$ cat src/rtl/sdram_dl_writer_if.sv
// Bundles the ioctl download stream and the ch3 write channel of the SDRAM download writer.
// The slave modport is the writer itself; master is the host/controller side.
interface sdram_dl_writer_if;
    logic        ioctl_download;
    logic        ioctl_wr;
    logic [26:0] ioctl_addr;
    logic [7:0]  ioctl_dout;
    logic        ioctl_wait;
    logic [25:0] ch3_addr;
    logic [15:0] ch3_din;
    logic [1:0]  ch3_be;
    logic        ch3_req;
    logic        ch3_rnw;
    logic        ch3_ready;
    logic        done;
    logic        overflow;

    modport slave (
        input  ioctl_download, ioctl_wr, ioctl_addr, ioctl_dout, ch3_ready,
        output ioctl_wait, ch3_addr, ch3_din, ch3_be, ch3_req, ch3_rnw, done, overflow
    );

    modport master (
        output ioctl_download, ioctl_wr, ioctl_addr, ioctl_dout, ch3_ready,
        input  ioctl_wait, ch3_addr, ch3_din, ch3_be, ch3_req, ch3_rnw, done, overflow
    );
endinterface

$ cat src/rtl/sdram_dl_writer.sv
// Packs the byte-wide ioctl download into 16-bit words with byte enables, queues them
// in a small FIFO and feeds them to SDRAM ch3 as single-word level-held write requests.
module sdram_dl_writer #(
    parameter logic [26:0] BASE_ADDR  = 27'h0000000,
    parameter int          FIFO_DEPTH = 4,
    parameter bit          BIG_ENDIAN = 1'b0
) (
    input logic clk,
    input logic reset,
    sdram_dl_writer_if.slave bus
);
    localparam int AW = $clog2(FIFO_DEPTH);
    localparam int CW = AW + 1;
    localparam int EW = 26 + 16 + 2;
    localparam logic [CW-1:0] FULL_CNT = CW'(FIFO_DEPTH);
    localparam logic [CW-1:0] WAIT_CNT = CW'(FIFO_DEPTH - 1);
    localparam logic [CW-1:0] CNT_ONE  = CW'(1);
    localparam logic [AW-1:0] PTR_ONE  = AW'(1);

    typedef enum logic [1:0] {IDLE, REQ, GAP} state_t;

    // Returns {be, din} for one byte placed in its lane.
    function automatic logic [17:0] lane_word(input logic [7:0] data, input logic lane);
        if ((lane ^ BIG_ENDIAN) == 1'b1) return {2'b10, data, 8'h00};
        else                             return {2'b01, 8'h00, data};
    endfunction

    logic          dl_prev_reg;
    logic          pend_valid_reg, pend_valid_next;
    logic [25:0]   pend_waddr_reg, pend_waddr_next;
    logic [7:0]    pend_data_reg, pend_data_next;
    logic          pend_lane_reg, pend_lane_next;
    logic [EW-1:0] mem [FIFO_DEPTH];
    logic [AW-1:0] wr_ptr_reg, rd_ptr_reg;
    logic [CW-1:0] count_reg, count_next;
    logic          wait_reg, overflow_reg, fell_reg, done_reg;
    state_t        state_reg, state_next;
    logic [25:0]   addr_reg;
    logic [15:0]   din_reg;
    logic [1:0]    be_reg;
    logic          req_reg;

    logic [26:0]   byte_addr;
    logic          wr_en, dl_rise, dl_fall;
    logic          push, accept, drop, pop, load, done_cond;
    logic [17:0]   push_word;
    logic [EW-1:0] push_entry;

    assign byte_addr = BASE_ADDR + bus.ioctl_addr;
    assign wr_en     = bus.ioctl_wr & bus.ioctl_download;
    assign dl_rise   = bus.ioctl_download & ~dl_prev_reg;
    assign dl_fall   = ~bus.ioctl_download & dl_prev_reg;

    // Byte assembly: every push carries the pending byte, optionally merged with the new one.
    always_comb begin
        pend_valid_next = pend_valid_reg;
        pend_waddr_next = pend_waddr_reg;
        pend_data_next  = pend_data_reg;
        pend_lane_next  = pend_lane_reg;
        push            = 1'b0;
        push_word       = lane_word(pend_data_reg, pend_lane_reg);
        if (wr_en) begin
            if (pend_valid_reg && (pend_waddr_reg == byte_addr[26:1])
                    && (pend_lane_reg != byte_addr[0])) begin
                push            = 1'b1;
                push_word       = push_word | lane_word(bus.ioctl_dout, byte_addr[0]);
                pend_valid_next = 1'b0;
            end else begin
                push            = pend_valid_reg;
                pend_valid_next = 1'b1;
                pend_waddr_next = byte_addr[26:1];
                pend_data_next  = bus.ioctl_dout;
                pend_lane_next  = byte_addr[0];
            end
        end else if (dl_fall && pend_valid_reg) begin
            push            = 1'b1;
            pend_valid_next = 1'b0;
        end
    end

    assign push_entry = {pend_waddr_reg, push_word[15:0], push_word[17:16]};
    assign accept     = push && (count_reg != FULL_CNT);
    assign drop       = push && (count_reg == FULL_CNT);

    always_comb begin
        state_next = state_reg;
        load       = 1'b0;
        pop        = 1'b0;
        case (state_reg)
            IDLE: if (count_reg != '0) begin
                load       = 1'b1;
                state_next = REQ;
            end
            REQ: if (bus.ch3_ready) begin
                pop        = 1'b1;
                state_next = GAP;
            end
            GAP:     state_next = IDLE;
            default: state_next = IDLE;
        endcase
    end

    always_comb begin
        count_next = count_reg;
        if (accept && !pop)      count_next = count_reg + CNT_ONE;
        else if (!accept && pop) count_next = count_reg - CNT_ONE;
    end

    assign done_cond = fell_reg && (count_reg == '0) && !pend_valid_reg && (state_reg == IDLE);

    always_ff @(posedge clk) begin
        if (reset) state_reg <= IDLE;
        else       state_reg <= state_next;
    end

    always_ff @(posedge clk) begin
        if (accept) mem[wr_ptr_reg] <= push_entry;
    end

    always_ff @(posedge clk) begin
        if (reset) begin
            dl_prev_reg    <= 1'b0;
            pend_valid_reg <= 1'b0;
            pend_waddr_reg <= '0;
            pend_data_reg  <= '0;
            pend_lane_reg  <= 1'b0;
            wr_ptr_reg     <= '0;
            rd_ptr_reg     <= '0;
            count_reg      <= '0;
            wait_reg       <= 1'b0;
            overflow_reg   <= 1'b0;
            fell_reg       <= 1'b0;
            done_reg       <= 1'b0;
            addr_reg       <= '0;
            din_reg        <= '0;
            be_reg         <= '0;
            req_reg        <= 1'b0;
        end else begin
            dl_prev_reg    <= bus.ioctl_download;
            pend_valid_reg <= pend_valid_next;
            pend_waddr_reg <= pend_waddr_next;
            pend_data_reg  <= pend_data_next;
            pend_lane_reg  <= pend_lane_next;
            if (accept) wr_ptr_reg <= wr_ptr_reg + PTR_ONE;
            if (pop)    rd_ptr_reg <= rd_ptr_reg + PTR_ONE;
            count_reg <= count_next;
            // Raised one slot early so an in-flight strobe or flush still has room.
            wait_reg  <= (count_next >= WAIT_CNT);
            if (drop)         overflow_reg <= 1'b1;
            else if (dl_rise) overflow_reg <= 1'b0;
            if (load) begin
                {addr_reg, din_reg, be_reg} <= mem[rd_ptr_reg];
                req_reg <= 1'b1;
            end else if (pop) begin
                req_reg <= 1'b0;
            end
            done_reg <= done_cond;
            // A restarted download cancels the completion of the one still draining.
            if (dl_rise)        fell_reg <= 1'b0;
            else if (dl_fall)   fell_reg <= 1'b1;
            else if (done_cond) fell_reg <= 1'b0;
        end
    end

    assign bus.ioctl_wait = wait_reg;
    assign bus.ch3_addr   = addr_reg;
    assign bus.ch3_din    = din_reg;
    assign bus.ch3_be     = be_reg;
    assign bus.ch3_req    = req_reg;
    assign bus.ch3_rnw    = 1'b0;
    assign bus.done       = done_reg;
    assign bus.overflow   = overflow_reg;
endmodule

$ cat src/flat_wrapper.sv
// flat-port wrapper written by rule: the top's interface ports become plain ports
module sdram_dl_writer_flat 
#(
    parameter logic [26:0] BASE_ADDR  = 27'h0000000,
    parameter int          FIFO_DEPTH = 4,
    parameter bit          BIG_ENDIAN = 1'b0
)
  (clk, reset, bus_ioctl_download, bus_ioctl_wr, bus_ioctl_addr, bus_ioctl_dout, bus_ch3_ready, bus_ioctl_wait, bus_ch3_addr, bus_ch3_din, bus_ch3_be, bus_ch3_req, bus_ch3_rnw, bus_done, bus_overflow);
  sdram_dl_writer_if bus_i ();
  input logic clk;
  input logic reset;
  input wire logic [$bits(bus_i.ioctl_download)-1:0] bus_ioctl_download;
  input wire logic [$bits(bus_i.ioctl_wr)-1:0] bus_ioctl_wr;
  input wire logic [$bits(bus_i.ioctl_addr)-1:0] bus_ioctl_addr;
  input wire logic [$bits(bus_i.ioctl_dout)-1:0] bus_ioctl_dout;
  input wire logic [$bits(bus_i.ch3_ready)-1:0] bus_ch3_ready;
  output wire logic [$bits(bus_i.ioctl_wait)-1:0] bus_ioctl_wait;
  output wire logic [$bits(bus_i.ch3_addr)-1:0] bus_ch3_addr;
  output wire logic [$bits(bus_i.ch3_din)-1:0] bus_ch3_din;
  output wire logic [$bits(bus_i.ch3_be)-1:0] bus_ch3_be;
  output wire logic [$bits(bus_i.ch3_req)-1:0] bus_ch3_req;
  output wire logic [$bits(bus_i.ch3_rnw)-1:0] bus_ch3_rnw;
  output wire logic [$bits(bus_i.done)-1:0] bus_done;
  output wire logic [$bits(bus_i.overflow)-1:0] bus_overflow;
  assign bus_i.ioctl_download = bus_ioctl_download;
  assign bus_i.ioctl_wr = bus_ioctl_wr;
  assign bus_i.ioctl_addr = bus_ioctl_addr;
  assign bus_i.ioctl_dout = bus_ioctl_dout;
  assign bus_i.ch3_ready = bus_ch3_ready;
  assign bus_ioctl_wait = bus_i.ioctl_wait;
  assign bus_ch3_addr = bus_i.ch3_addr;
  assign bus_ch3_din = bus_i.ch3_din;
  assign bus_ch3_be = bus_i.ch3_be;
  assign bus_ch3_req = bus_i.ch3_req;
  assign bus_ch3_rnw = bus_i.ch3_rnw;
  assign bus_done = bus_i.done;
  assign bus_overflow = bus_i.overflow;
  sdram_dl_writer #(.BASE_ADDR(BASE_ADDR), .FIFO_DEPTH(FIFO_DEPTH), .BIG_ENDIAN(BIG_ENDIAN)) u_core (.clk(clk), .reset(reset), .bus(bus_i));
endmodule
$ cat config.mk
export PLATFORM = sky130hd
export DESIGN_NAME = sdram_dl_writer_flat
export DESIGN_NICKNAME = d
export VERILOG_FILES = /design/src/rtl/sdram_dl_writer_if.sv /design/src/rtl/sdram_dl_writer.sv /design/src/flat_wrapper.sv
export SDC_FILE = /design/constraint.sdc
export NUM_CORES = 1
export LEC_CHECK = 0
export ABC_AREA = 1
export BUFFER_PORTS_ARGS = -buffer_cell sky130_fd_sc_hd__buf_2
export CORE_ASPECT_RATIO = 1.2
export CORE_MARGIN = 3
export CORE_UTILIZATION = 40
export CTS_BUF_LIST = sky130_fd_sc_hd__clkbuf_8 sky130_fd_sc_hd__clkbuf_16
export CTS_CLUSTER_SIZE = 16
export DETAILED_ROUTE_END_ITERATION = 12
export PLACE_DENSITY = 0.63
export SYNTH_ARGS = -nofsm -noshare
export SYNTH_HDL_FRONTEND = slang
export SYNTH_SLANG_ARGS = --single-unit
$ cat constraint.sdc
create_clock -name clk -period 4.9 [get_ports clk]
set_input_delay 0.98 -clock clk [delete_from_list [all_inputs] [get_ports clk]]
set_output_delay 0.98 -clock clk [all_outputs]
set_load 0.05 [all_outputs]
==> summary.txt <==
Run status
  – Status: complete, no violations

Yosys
  – Post-synth cell types: 31
  – Yosys top cell area share: 0.461
  – Register area share after synthesis: 0.627
  – Synth Register Bits: 271
  – Synth Warn #: 0
  – Area leader, netlist: edfxtp_1
  – Post-Syn Area: between 0.01 and 0.015 mm^2
  – Mean Syn Cell Area: 9.79 um^2
  – Syn_nets: roughly 1200
  – Area contributors post-synth: edfxtp_1 (46%), dfxtp_1 (17%), o21ai_0 (5.9%), inv_1 (5.1%), nand2_1 (5.1%)
  – Post-Syn Instances: ~1200

Pwr
  – Int Pwr: about 4200 uW
  – NetSw: roughly 1800 uW
  – Sequential group share of total power: 0.449
  – Sw frac: 0.298
  – P_leak: 0.00545 uW
  – Clock power frac: 0.369
  – Peak supply drop: 0.000251 V
  – Power Dens Cells: around 450 mW/mm^2
  – Comb pwr share: 0.182

Drt
  – Via/cell ratio: around 4.9
  – DR WL/cell: 15.3 um
  – Drt initial violations: about 430
  – Final WL: between 20000 and 25000 um
  – First-pass DRT Iterations: 7
  – Final ANT Viol Nets: 0
  – Residual DRC: 0
  – Total number of vias: about 8000

Critical path
  – Crit path buffers/inverters: 1
  – Critical Path Max Stage Delay: roughly 0.58 ns
  – Crit path DAT: roughly 3.3 ns
  – Critical-path top delay cell: dfxtp_1
  – CP required: 5.32 ns
  – Critical path class: reg -> reg
  – Critical path startpoint category: flip-flop
  – Peak fanout along the critical path: 71
  – Worst Setup End Kind: flip-flop
  – Critical path's top delay family: simple AND/OR/NAND/NOR gates
  – Crit-path cells: clkinv_1 -> ha_1 -> nand3_1 -> nor2_2 -> nand2_2 -> nor2_8 -> nand2_4 -> a21oi_1 -> nor2_1

STA
  – Final Slew Violations: 0
  – Unrepaired setup endpoints after global routing: false
  – Final hold vios: 0
  – Final setup violation count: 0
  – Maximum clock frequency: around 350 MHz
  – Setup tns final: 0 ns
  – Period utilisation layout: 0.580
  – Final Worst Setup Slack: around 2.1 ns
  – Fin crit period: 2.84 ns
  – Relative max-transition margin: 0.372
  – Slew @ Worst Pin: 0.941 ns
  – Worst Skew: about 0.0073 ns

Placed design
  – Pre-CTS setup slack: ~1.6 ns
  – Routability Congestion: 0.795
  – Number of I/O port buffers: between 80 and 90
  – Post-DP HPWL: 14500 um
  – Inst Count DP: 1583

Global routing
  – Met2 GRT Util: 0.278
  – Gr usage total: 0.160
  – M3 GR Usage: 0.0219
  – Busiest grt layer: met2
  – Initial antenna violation count: 0
  – Vias in the first global route: between 7000 and 8000
  – Total grt overflow: 0
  – Largest net degree at the start of global routing: 89
  – First-pass GRT wire length: slightly below 40000 um
  – Met1 usage: 0.201

Layout
  – Share of layout cells above drive strength 1: 0.160
  – Max reg flops: around 180
  – Most common cell after layout, fill and taps aside: edfxtp_1
  – Most frequent cells in the layout: edfxtp_1 (176), inv_1 (158), nand2_1 (154)
  – Final core utilization: 0.469
  – Synth-to-layout area growth: 14.9%
  – Ant. Diodes: 0
  – Register area: about 0.0072 mm^2
  – Fillers: ~2700
  – Final non-filler cell total: about 1600
  – Multi-input gate area: approximately 0.0034 mm^2
  – Nets: 1283

Clocking
  – Clk_lat worst skew: ~0.53 ns
  – Post-CTS setup buffer count: 0
  – Reg clk slew, reported paths: around 0.06 ns
  – H-tree depth reported by CTS: 1
  – Clock tree root buffer cell: clkbuf_16
  – CTS sink cnt: between 200 and 300
  – Hold-fix buffers, CTS: 0
  – CTS Buffer Depth: 3
  – Post-CTS sizing: 0
  – Clock buffer count from CTS: 28
  – CTS tree: done

Floorplanning
  – Die area: 0.0307 mm^2
  – Core area: roughly 0.028 mm^2
  – DIE HEIGHT: roughly 190 um
  – Die Wd: ~160 um
  – Initial Utilization: 0.408
  – IO Pins: between 80 and 90
  – # rows: between 60 and 70

Worst hold path
  – Hold WC Path Type: reg -> reg

Job
  – Total of max-cap violations: 0
==> metal layers <==
metal | up-vias | share of wire
met5 | - | 0
met4 | 0 | 0.036
met3 | 62 | 0.039
met2 | 177 | 0.49
met1 | 3780 | 0.44
li1 | 4021 | -
==> through the flow <==
stage               area, um^2  hold WS [ns]  power [uW]
finish                   13200         0.467        5960
CTS                      13200         0.473        6020
global route             13200         0.499        6230
detailed placement       12200         0.462        3820
global placement         12200         0.450        3810
floorplan                11500         0.439        3560
==> cells by family after synthesis <==
| kind of cell | count (synthesis) | share of synthesized area |
|---|---|---|
| and+or+nand+nor | 358 | 0.144 |
| AOI/OAI and AO/OA | 292 | 0.132 |
| DFF | 271 | 0.627 |
| buffers and inverters | 235 | 0.0828 |
| adders and majority gates | 9 | 0.00983 |
| xor gates and xnor gates | 4 | 0.00306 |
| other | 1 | 0.000327 |
==> synth_stat cells <==
library cell	count
nand3b_4	1
nand3_1	14
nand4_1	1
and2_1	2
ha_1	9
nand2_2	2
dfxtp_1	95
nand3_2	32
edfxtp_1	176
nand2_4	1
inv_2	13
o21ai_0	136
clkinv_1	3
inv_1	155
conb_1	1
nor2_8	2
xnor2_1	1
nand2_1	155
o22ai_1	44
nand3_4	1
xor2_1	3
o21ai_1	22
nor2_1	143
clkbuf_1	43
buf_4	1
a21oi_1	90
buf_2	8
nand3b_1	1
buf_1	5
buf_6	7
nor2_2	3
==> final timing paths <==
check,endpoint,slack [ns],startpoint,depth (start not counted)
worst max register to register,u_core.pend_waddr_reg[2],2.06,u_core.pend_lane_reg,9
worst min-delay path,u_core.bus.ch3_req,0.47,u_core.bus.ch3_req,2
worst max-delay path,u_core.pend_waddr_reg[2],2.06,u_core.pend_lane_reg,9
worst min register to register,u_core.bus.ch3_req,0.47,u_core.bus.ch3_req,2
==> layout make-up <==
| cell class | count | share of cell area |
|---|---|---|
| Clock buffer | 29 | 0.0551 |
| Inverter | 171 | 0.0489 |
| Sequential cell | 271 | 0.546 |
| Tap cell | 379 | 0.0360 |
| Timing Repair Buffer | 98 | 0.0412 |
| Multi-Input combinational cell | 664 | 0.255 |
| Clock inverter | 23 | 0.0178 |
==> power groups by stage <==
stage | clock network, uW | registers (uW) | logic (uW)
final | 2200 | 2670 | 1090
after global routing | 2330 | 2690 | 1200
after CTS | 2240 | 2680 | 1100
after detailed placement | 0 | 2720 | 1100
after global placement | 0 | 2720 | 1090
after floorplan | 0 | 3110 | 450
==> worst reg2reg max path, delay by kind of cell, from the launching register on <==
| kind | cells | cell delay [ns] |
|---|---|---|
| AO/OA/AOI/OAI | 1 | 0.35 |
| flip-flops | 1 | 0.58 |
| AND/OR/NAND/NOR | 6 | 1.03 |
| adder cells (fa/ha/maj) | 1 | 0.39 |
| buffers and inverters | 1 | 0.38 |
No activity file was read; power rests on OpenSTA's default activity.
